===== src/rtl/binary_frame_ctrl.sv =====
// binary_frame_ctrl: packs sign-binarized accumulator lanes into frame words for the next binary layer
// Ports: clk/rst_n (async active-low); start arms a frame from IDLE;
//   in_valid/in_ready/in_data/in_last: WIDTH signed DEPTH-bit lanes per beat;
//   out_valid/out_ready/out_bits: one FW = WIDTH*N_BEATS bit frame word (1 = +1, 0 = -1);
//   busy: frame in progress; err_len: sticky in_last/beat-count mismatch.
// Define BIN_THRESH_EN to add a signed thresh input latched at start; otherwise lanes compare against 0.
module binary_frame_ctrl #(
  parameter int DEPTH   = 32,
  parameter int WIDTH   = 3,
  parameter int N_BEATS = 8,
  parameter int CNT_W   = $clog2(N_BEATS) + 1
) (
  input  logic                       clk,
  input  logic                       rst_n,
  input  logic                       start,
  input  logic                       in_valid,
  output logic                       in_ready,
  input  logic [WIDTH*DEPTH-1:0]     in_data,
  input  logic                       in_last,
  output logic                       out_valid,
  input  logic                       out_ready,
  output logic [WIDTH*N_BEATS-1:0]   out_bits,
  output logic                       busy,
`ifdef BIN_THRESH_EN
  input  logic [DEPTH-1:0]           thresh,
`endif
  output logic                       err_len
);
  localparam int FW = WIDTH * N_BEATS;
  typedef enum logic [1:0] {IDLE, COLLECT, EMIT} state_t;
  state_t             state, state_d;
  logic [CNT_W-1:0]   beat_cnt;
  logic [FW-1:0]      pack, pack_nxt;
  logic [WIDTH-1:0]   bin;
  logic [DEPTH-1:0]   thr;
  logic               fire, last_beat, arm;
  assign in_ready  = state == COLLECT;
  assign fire      = in_valid && in_ready;
  assign last_beat = beat_cnt == CNT_W'(N_BEATS - 1);
  assign arm       = state == IDLE && start;
`ifdef BIN_THRESH_EN
  logic [DEPTH-1:0] thr_q;
  always_ff @(posedge clk or negedge rst_n)
    if (!rst_n) thr_q <= '0;
    else if (arm) thr_q <= thresh;
  assign thr = thr_q;
`else
  assign thr = '0;
`endif
  always_comb begin
    bin = '0;
    for (int i = 0; i < WIDTH; i++)
      bin[i] = $signed(in_data[i*DEPTH +: DEPTH]) >= $signed(thr);
  end
  // Only the slice addressed by the beat counter is replaced; earlier beats are kept.
  always_comb begin
    pack_nxt = pack;
    for (int b = 0; b < N_BEATS; b++)
      if (beat_cnt == CNT_W'(b)) pack_nxt[b*WIDTH +: WIDTH] = bin;
  end
  always_comb begin
    state_d = state;
    unique case (state)
      IDLE:    state_d = start ? COLLECT : IDLE;
      COLLECT: state_d = (fire && last_beat) ? EMIT : COLLECT;
      EMIT:    state_d = out_ready ? IDLE : EMIT;
      default: state_d = IDLE;
    endcase
  end
  always_ff @(posedge clk or negedge rst_n) begin
    if (!rst_n) begin
      state     <= IDLE;
      busy      <= 1'b0;
      out_valid <= 1'b0;
      out_bits  <= '0;
      err_len   <= 1'b0;
      beat_cnt  <= '0;
      pack      <= '0;
    end else begin
      state     <= state_d;
      busy      <= state_d != IDLE;
      out_valid <= state_d == EMIT;
      if (arm) begin
        beat_cnt <= '0;
        pack     <= '0;
        err_len  <= 1'b0;
      end
      if (fire) begin
        beat_cnt <= beat_cnt + 1'b1;
        pack     <= pack_nxt;
        if (in_last != last_beat) err_len <= 1'b1;
        if (last_beat) out_bits <= pack_nxt;
      end
    end
  end
endmodule


===== config.mk =====
export PLATFORM = sky130hd
export DESIGN_NAME = binary_frame_ctrl
export DESIGN_NICKNAME = d
export VERILOG_FILES = /design/src/rtl/binary_frame_ctrl.sv
export SDC_FILE = /design/constraint.sdc
export NUM_CORES = 1
export LEC_CHECK = 0
export ABC_AREA = 1
export BUFFER_PORTS_ARGS = -buffer_cell sky130_fd_sc_hd__buf_2
export CAP_MARGIN = 20
export CORE_UTILIZATION = 46
export DETAILED_ROUTE_END_ITERATION = 12
export PLACE_DENSITY = 0.8
export SLEW_MARGIN = 15
export SYNTH_ARGS = -nofsm -noshare
export SYNTH_HDL_FRONTEND = slang
export SYNTH_SLANG_ARGS = --single-unit

===== constraint.sdc =====
create_clock -name clk -period 1.8 [get_ports clk]
set_input_delay 0.18 -clock clk [delete_from_list [all_inputs] [get_ports clk]]
set_output_delay 0.18 -clock clk [all_outputs]
set_load 0.01 [all_outputs]

==> results by group, run 1 <==
STA
  • Setup tns final: 0 ps
  • Max Clock Skew: 13.65 ps
  • Pins Over Slew Limit: 0
  • Hold Vio Cnt, Final: 0
  • Final Cycle Share: 0.8753
  • Slew margin rel.: 0.6394
  • Peak Freq: 634.7 MHz
  • RSZ-0062 raised after global routing: false
  • Slew @ Worst Pin: 541.0 ps
  • Final worst path period need: 1575 ps
  • Final setup viols: 0

Layout
  • Area Growth Syn to Fin: 9.779%
  • Antenna fix cells: 0
  • Final Util: 0.5310
  • Nets: 461
  • Share of cells above drive strength 1: 0.1938

Setup path
  • R2R cell count: 5
  • Startpoint Class: flop
  • R2R Path Start: beat_cnt[0]
  • Required time worst endpoint: 2050 ps
  • Critical Path AT: 1830 ps
  • Reg-to-reg endpoint: out_bits[1]
  • Crit path max fanout: 25
  • Crit Path Category: flop to flop
  • End of the critical path: out_bits[1]
  • Setup slack, reg-to-reg: 220 ps
  • Setup crit end kind: flop
  • Critical Path Source: beat_cnt[0]

Routing
  • Drt total wl: 5.526 mm
  • DR WL/cell: 12.91 um
  • Router iterations before antenna repair: 4
  • Routed vias: 2169
  • Post-route ant nets: 0
  • DRC violations left: 0
  • Via density per instance: 5.068
  • 1st-iter DRT viols: 214

Synth
  • Area contributors post-synth: dfrtp_1 50%, nand2_1 18%, nand3_1 9.2%
  • FF+latch count, synth: 54
  • Post-synthesis adder-cell area fraction: 0.01845
  • Post-synthesis cell type count: 22
  • Post-Synth Simple-Gate Area: 0.3801
  • Post-synth top area cell: dfrtp_1
  • Post-synthesis compound-gate area fraction: 0.007380
  • Mapped Nets: 433
  • Part of the Yosys area used for sequential elements: 0.4982
  • Post-synthesis mux area share: 0
  • Synthesized netlist cell count: 327
  • Synth top area share: 0.4982
  • Post-Syn Area: 2713 sq um
  • Syn. warnings: 0
  • Synth Area in XOR/XNOR: 0
  • Mean Syn Cell Area: 8.295 sq um
  • Main combinational cell family by area after synthesis: simple AND/OR/NAND/NOR gates

Die
  • Height of the die: 78.79 um
  • Die ar.: 6208 sq um
  • Core area: 5608 sq um
  • Die X: 78.79 um
  • Starting Density: 0.4837
  • I/O pins: 130
  • # rows: 27

Outcome
  • Status: complete, no violations

Clocking
  • Clk root buf: clkbuf_8
  • CTS tree: built
  • Setup Fix Bufs, Post-CTS: 0
  • CTS sink cnt: 54
  • CTS buffer count: 5
  • Clock-pin slew on the worst setup and hold paths: 90 ps
  • CTS max path bufs: 2
  • H-tree Lvls: 2
  • Clk_lat worst skew: 320 ps

Pwr
  • Pwr Density: 1539 nW/um^2
  • Leakage: 1.703 nW
  • Max VDD drop: 671.2 uV

Placement
  • Post-DP HPWL: 3.868 mm
  • GP Congestion: 0.7718
  • # port buffers: 36

GRT
  • Vias in the first global route: 2103
  • GRT Residual Overflow: 0
  • Initial antenna violation count: 0
  • First-pass GRT wire length: 9.680 mm
  • All-Layer GR Usage: 0.2020
  • Largest net degree at the start of global routing: 33

Flow run
  • Max-cap violations: 0

Worst hold path
  • Tightest Hold Check Type: input pin to flop
==> per-stage QoR <==
stage | cell area [sq um] | total power [mW] | hold WS [ps] | setup slack [ps] | instances
5_1_grt | 2978 | 4.995 | 203.6 | 68.71 | 428
3_5_place_dp | 2882 | 3.944 | 191.8 | 221.4 | 419
2_1_floorplan | 2713 | 3.426 | -115.6 | 482.0 | 327
3_3_place_gp | 2882 | 3.848 | 184.2 | 254.7 | 419
4_1_cts | 2978 | 4.626 | 177.0 | 208.3 | 428
6_report | 2978 | 4.582 | 179.4 | 224.5 | 428
==> worst max-delay path, stage by stage, from the launching register on <==
cell and delay [ps]:
dfrtp_1 410, ha_1 360, nand3_4 150, nor2_8 350, nand3_1 150, nand2_1 90
==> placed cells by master, fill, tap and decap left out, types with 4 or more instances in the layout <==
cell / n
ha_1: 4
clkbuf_8: 5
nand4_1: 10
inv_2: 4
inv_1: 29
nand3_1: 50
o21ai_0: 4
dfrtp_1: 54
buf_2: 36
nand3_2: 11
nand2_1: 132
==> per-layer routing <==
metal	vias to the layer above	wire length [um]	track usage
li1	1080	-	-
met1	1027	2565	0.2591
met2	50	2615	0.3304
met3	12	244	0.04483
met4	0	101	0.08148
met5	-	0	0
==> power breakdown <==
group | internal [mW] | switching [mW] | total (mW) | leakage, nW
registers | 1.67 | 0.283 | 1.95 | 0.705
clock network | 0.275 | 0.394 | 0.670 | 0.0452
logic | 0.674 | 1.28 | 1.96 | 0.953
total | 2.62 | 1.96 | 4.58 | 1.70
==> how the worst min path moves through the flow <==
stage | from | end | slack, ps | cells after the start
global placement | rst_n | out_bits[18] | 180 | 1
floorplan | rst_n | beat_cnt[0] | -120 | 0
finish | out_ready | out_valid | 180 | 3
CTS | out_ready | out_valid | 180 | 3
detailed placement | rst_n | out_bits[20] | 190 | 1
global route | in_last | err_len | 200 | 4
==> kinds of logic after synthesis <==
| kind of cell | Yosys count |
|---|---|
| AND/OR/NAND/NOR | 213 |
| buffers and inverters | 52 |
| adder cells (fa/ha/maj) | 4 |
| AO/OA/AOI/OAI | 4 |
| flip-flops | 54 |
==> registers in the layout, indices dropped and copies added (netlist names) <==
register / cells
pack: 21
beat_cnt: 4
busy: 1
out_valid: 1
state: 2
out_bits: 24
err_len: 1
==> synth_stat cells, drive strengths merged <==
master	count
buf	13
or2	1
ha	4
clkbuf	6
nand3	63
inv	33
nand4	10
nand3b	1
nand2	134
dfrtp	54
nor2	4
o21ai	4
==> area by class of cell <==
type,instances,area (sq um)
timing repair buffer,40,225.2
fill,556,2630
inverter,33,123.9
sequential,54,1351
multi-input combinational,221,1101
clock inverter,2,13.76
clock buffer,6,72.57
tap,72,90.09
==> timing repair <==
item / in CTS / in global routing
gates resized for setup: 0 / 0
endpoints found under the hold margin: 22 / 0
hold buffers: 1 / 0
Note: power is estimated with default switching activity, not from simulation.
==> inputs of run 2 (changes only) <==
Settings changed: REMOVE_ABC_BUFFERS set to 1.
==> run 2 against run 1 <==
Clock skew decreased by 9.1 ps. Critical path depth unchanged. Global-route usage increased by 0.29 points. Die area unchanged. Worst setup slack got worse by 36 ps. Non-clock buffer count unchanged. Power increased by 3.4%. Count of clock-buffer cells in the layout decreased by 1. Clock power increased by 22%. Largest power group is now registers.
==> results by group, run 2 (synthesized netlist as in run 1, its figures left out) <==
GRT
  • First-pass GRT wire length: 9.860 mm (+1.9%)
  • All-Layer GR Usage: 0.2049 (+0.002891)
  • GRT Residual Overflow: 0 (unchanged)
  • Largest net degree at the start of global routing: 55 (+67%)
  • Vias in the first global route: 2159 (+2.7%)
  • Initial antenna violation count: 0 (unchanged)

Routing
  • Routed vias: 2195 (+1.2%)
  • 1st-iter DRT viols: 170 (-21%)
  • DR WL/cell: 13.14 um (+1.8%)
  • Router iterations before antenna repair: 4 (unchanged)
  • Via density per instance: 5.129 (+1.2%)
  • Drt total wl: 5.624 mm (+1.8%)
  • Post-route ant nets: 0 (unchanged)
  • DRC violations left: 0 (unchanged)

Setup path
  • Crit Path Category: flop to flop
  • Setup crit end kind: flop
  • Crit path max fanout: 25 (unchanged)
  • Crit-path max cell delay: 410 ps (about the same)
  • CP max stage cell: dfrtp_1
  • Worst-path cell chain: ha_1, nand3_4, nor2_8, nand3_1, nand2_1
  • Startpoint Class: flop
  • Crit path max-delay family: simple AND/OR/NAND/NOR gates
  • Worst path buffer plus inverter count: 0 (unchanged)
  • Required time worst endpoint: 2060 ps (about the same)
  • Critical Path AT: 1870 ps (+40 ps)

Clocking
  • CTS max path bufs: 2 (unchanged)
  • Clk_lat worst skew: 310 ps (about the same)
  • Clk root buf: clkbuf_8
  • CTS buffer count: 5 (unchanged)
  • CTS tree: built
  • Setup Fix Bufs, Post-CTS: 0 (unchanged)
  • Clock-pin slew on the worst setup and hold paths: 100 ps (about the same)
  • H-tree Lvls: 2 (unchanged)
  • CTS sink cnt: 54 (unchanged)

Worst hold path
  • Tightest Hold Check Type: input pin to flop

STA
  • Hold Worst Slack: 144.5 ps (-34.87 ps)
  • Peak Freq: 620.5 MHz (-2.2%)
  • Setup tns final: 0 ps (unchanged)
  • Hold Vio Cnt, Final: 0 (unchanged)
  • Final setup viols: 0 (unchanged)
  • Final worst path period need: 1611 ps (+36.03 ps)
  • RSZ-0062 raised after global routing: false
  • Pins Over Slew Limit: 0 (unchanged)
  • Max Clock Skew: 4.581 ps (-9.064 ps)
  • Slew @ Worst Pin: 430.5 ps (-110.5 ps)
  • Final Cycle Share: 0.8953 (+0.02002)
  • Slew margin rel.: 0.7130 (+0.07366)

Placement
  • # port buffers: 36 (unchanged)
  • Placed Instances: 419 (unchanged)
  • Post-DP HPWL: 3.706 mm (-4.2%)
  • GP Congestion: 0.8004 (+3.7%)

Layout
  • Most common cell after layout, fill and taps aside: nand2_1
  • Antenna fix cells: 0 (unchanged)
  • Share of cells above drive strength 1: 0.1966 (+0.002809)
  • Post-route insts no fill: 428 (unchanged)
  • Most used cells in the layout excluding fill and tap cells: 132 x nand2_1, 54 x dfrtp_1, 50 x nand3_1
  • Nets: 461 (unchanged)
  • Largest Register: out_bits
  • Area Growth Syn to Fin: 10.61%
  • Largest regs: out_bits (24), pack (21), beat_cnt (4)
  • Max reg flops: 24 (unchanged)

Pwr
  • Max VDD drop: 784.2 uV (+17%)
  • Leakage: 1.716 nW (+0.75%)
  • Pwr Total: 4.737 mW (+3.4%)
  • Pwr Density: 1579 nW/um^2 (+2.6%)

Die
  • Die X: 78.79 um (unchanged)
  • Core area: 5608 sq um (unchanged)
  • # rows: 27 (unchanged)
  • Die ar.: 6208 sq um (unchanged)
  • Height of the die: 78.79 um (unchanged)
  • I/O pins: 130 (unchanged)
  • Starting Density: 0.4837 (unchanged)

Outcome
  • Status: complete, no violations

Flow run
  • Max-cap violations: 0 (unchanged)
## run 2: stage by stage
stage	util	setup WS, ps	cell area, sq um
2_1_floorplan	-	481.0	2576
3_3_place_gp	0.5138	231.6	2882
3_5_place_dp	0.5138	223.1	2882
4_1_cts	0.5350	196.5	3000
5_1_grt	0.5350	25.60	3000
6_report	0.5350	188.5	3000
## run 2: what timing repair did
item,in CTS,in global routing
hold buffers,1,0
hold endpoints to repair,54,0
gates resized for setup,0,0
## run 2: worst paths after layout
path	start	end	slack, ps	cells past startpoint
min reg2reg	out_bits[21]	out_bits[21]	470	2
min	in_last	err_len	140	4
max in group asynchronous	rst_n	out_bits[13]	1170	3
min in group asynchronous	rst_n	out_bits[1]	370	3
max reg2reg	beat_cnt[1]	out_bits[20]	190	5
max	beat_cnt[1]	out_bits[20]	190	5
## run 2: report_power, final
part	switching (mW)	total [mW]	internal, mW
registers	0.286	1.96	1.67
clock network	0.408	0.818	0.410
logic	1.29	1.96	0.673
total	1.98	4.74	2.75
## run 2: metal layers
layer  global-route usage  vias up  share of wire
li1                     -     1085              -
met2               0.3243       50           0.46
met5                    0        -              0
met1               0.2767     1048           0.48
met3              0.04368       12          0.043
met4              0.07407        0          0.015
## run 2: worst reg2reg max path, cell delays in order, from the launching register on
cell,delay (ps)
dfrtp_1,410
ha_1,350
nand3_4,160
nor2_8,370
nand3_1,170
nand2_1,100
## run 2: final cells by class
type / count / area (sq um)
multi-input cells: 221 / 1101
repair buffers: 40 / 225.2
fillers: 550 / 2608
flip-flops and latches: 54 / 1351
well taps: 72 / 90.09
inverters: 33 / 123.9
clock buffers: 5 / 68.82
clock inverters: 3 / 40.04
==> inputs of run 3 (changes only) <==
Settings changed: CAP_MARGIN 20 to not set, CORE_UTILIZATION 46 to 48, CTS_BUF_LIST set to sky130_fd_sc_hd__clkbuf_4, HOLD_SLACK_MARGIN set to 0.12, PLACE_DENSITY 0.8 to 0.83.
==> run 3 against run 2 <==
Wire length is 2.8% lower. Cell count is 0.70% higher. Utilization rose by 0.73 points. Sequential cell count did not move. Clock skew is 11 ps higher. Global-route usage is 0.87 points lower. Worst hold slack better by 5.1 ps. Critical path depth stayed put. Sequential power about the same. Clock power decreased by 33%. First-iteration DRC count up 49%. Critical endpoint is now out_bits[14]. Largest cell class unchanged. Largest power group is now combinational logic. Highest routed layer unchanged.
==> results by group, run 3 (synthesized netlist as in run 1, its figures left out) <==
Setup path
  • R2R cell count: 5 (unchanged)
  • Startpoint Class: flop
  • R2R Path Start: beat_cnt[1]
  • Crit-path max cell delay: 430 ps (+20 ps)
  • Setup crit end kind: flop
  • Reg-to-reg endpoint: out_bits[14]
  • Crit path max fanout: 25 (unchanged)
  • Required time worst endpoint: 2140 ps (+80 ps)
  • Crit Path Category: flop to flop
  • Critical Path AT: 1970 ps (+100 ps)
  • Setup slack, reg-to-reg: 170 ps (-20 ps)
  • Critical Path Source: beat_cnt[1]
  • CP max stage cell: dfrtp_1
  • Crit path max-delay family: simple AND/OR/NAND/NOR gates
  • Worst-path cell chain: ha_1, nand3_4, nor2_8, nand3_1, nand2_1
  • Worst path buffer plus inverter count: 0 (unchanged)

GRT
  • Largest net degree at the start of global routing: 55 (unchanged)
  • Vias in the first global route: 2114 (-2.1%)
  • First-pass GRT wire length: 9.411 mm (-4.6%)
  • GRT Residual Overflow: 0 (unchanged)
  • Initial antenna violation count: 0 (unchanged)
  • All-Layer GR Usage: 0.1962 (-0.008727)

STA
  • RSZ-0062 raised after global routing: false
  • Hold Vio Cnt, Final: 0 (unchanged)
  • Max Clock Skew: 15.24 ps (+10.65 ps)
  • Peak Freq: 613.0 MHz (-1.2%)
  • Final Cycle Share: 0.9063 (+0.01103)
  • Final worst path period need: 1631 ps (+19.85 ps)
  • Pins Over Slew Limit: 0 (unchanged)
  • Slew @ Worst Pin: 656.5 ps (+226.1 ps)
  • Slew margin rel.: 0.5623 (-0.1507)
  • Final setup viols: 0 (unchanged)
  • Setup tns final: 0 ps (unchanged)

Placement
  • Post-DP HPWL: 3.581 mm (-3.4%)
  • GP Congestion: 0.8361 (+4.5%)
  • # port buffers: 36 (unchanged)

Die
  • Die ar.: 5956 sq um (-4.1%)
  • Starting Density: 0.4957 (+0.01194)
  • Die X: 77.18 um (-2.0%)
  • Core area: 5473 sq um (-2.4%)
  • I/O pins: 130 (unchanged)
  • Height of the die: 77.18 um (-2.0%)
  • # rows: 27 (unchanged)

Routing
  • Routed vias: 2227 (+1.5%)
  • Via density per instance: 5.167 (+0.75%)
  • 1st-iter DRT viols: 254 (+49%)
  • DRC violations left: 0 (unchanged)
  • Post-route ant nets: 0 (unchanged)
  • Drt total wl: 5.465 mm (-2.8%)
  • DR WL/cell: 12.68 um (-3.5%)
  • Router iterations before antenna repair: 4 (unchanged)

Clocking
  • Clk_lat worst skew: 390 ps (+80 ps)
  • CTS buffer count: 5 (unchanged)
  • H-tree Lvls: 2 (unchanged)
  • CTS max path bufs: 2 (unchanged)
  • CTS tree: built
  • Hold Buf Count CTS: 4 (+3)
  • Clk root buf: clkbuf_4
  • Clock-pin slew on the worst setup and hold paths: 160 ps (+60 ps)
  • Post-CTS resize count: 0 (unchanged)
  • CTS sink cnt: 54 (unchanged)
  • Setup Fix Bufs, Post-CTS: 0 (unchanged)

Layout
  • Largest Register: out_bits
  • Nets: 464 (+0.65%)
  • Antenna fix cells: 0 (unchanged)
  • Most used cells in the layout excluding fill and tap cells: 132 x nand2_1, 54 x dfrtp_1, 50 x nand3_1
  • Area Growth Syn to Fin: 9.410%
  • Largest regs: out_bits (24), pack (21), beat_cnt (4)
  • Max reg flops: 24 (unchanged)
  • Most common cell after layout, fill and taps aside: nand2_1
  • Share of cells above drive strength 1: 0.1950 (-0.001643)

Outcome
  • Status: complete, no violations

Pwr
  • Pwr Total: 4.472 mW (-5.6%)
  • Max VDD drop: 704.9 uV (-10%)
  • Leakage: 1.697 nW (-1.1%)
  • Pwr Density: 1507 nW/um^2 (-4.6%)

Worst hold path
  • Hold Crit Start: in_data[95]
  • Tightest Hold Check Type: input pin to flop
  • Hold endpoint: out_bits[23]
  • WHS Path Cells: 4 (unchanged)

Flow run
  • Max-cap violations: 0 (unchanged)
-- run 3: power breakdown --
part / leakage, nW / switching, mW / total, mW / internal [mW]
logic: 0.961 / 1.30 / 1.98 / 0.674
clock network: 0.0312 / 0.397 / 0.549 / 0.153
registers: 0.705 / 0.277 / 1.94 / 1.67
-- run 3: how the worst max path moves through the flow --
stage                     cells past startpoint           end  slack [ps]
after floorplan                               4      state[0]         480
after global placement                        5  out_bits[14]         240
after detailed placement                      5  out_bits[14]         220
after CTS                                     5  out_bits[14]         170
after global routing                          5  out_bits[19]          60
final                                         5  out_bits[14]         170
-- run 3: final cells by class --
type                    count  area (sq um)
flip-flops and latches     54          1351
clock inverters             3         21.27
fillers                   532          2505
repair buffers             43         242.7
well taps                  72         90.09
inverters                  33         123.9
multi-input cells         221          1101
clock buffers               5         37.54
-- run 3: stage by stage --
step | instances | utilization | cell area [sq um] | setup WS [ps] | hold WS [ps]
after floorplan | 308 | - | 2576 | 481.0 | -115.6
after global placement | 419 | 0.5242 | 2869 | 237.4 | 345.6
after detailed placement | 419 | 0.5242 | 2869 | 224.1 | 348.2
after CTS | 431 | 0.5423 | 2968 | 174.9 | 140.8
after global routing | 431 | 0.5423 | 2968 | 56.65 | 129.2
final | 431 | 0.5423 | 2968 | 168.7 | 149.6
-- run 3: tightest hold or removal path, stage by stage --
cell     delay, ps
buf_2          170
inv_1           70
nand2_1         40
nand2_1         60
-- run 3: routing by layer --
layer	up-vias	share of wire	track usage
met5	-	0	0
met3	8	0.050	0.04167
met4	0	0.0099	0.04906
met2	65	0.48	0.3310
li1	1090	-	-
met1	1064	0.46	0.2558
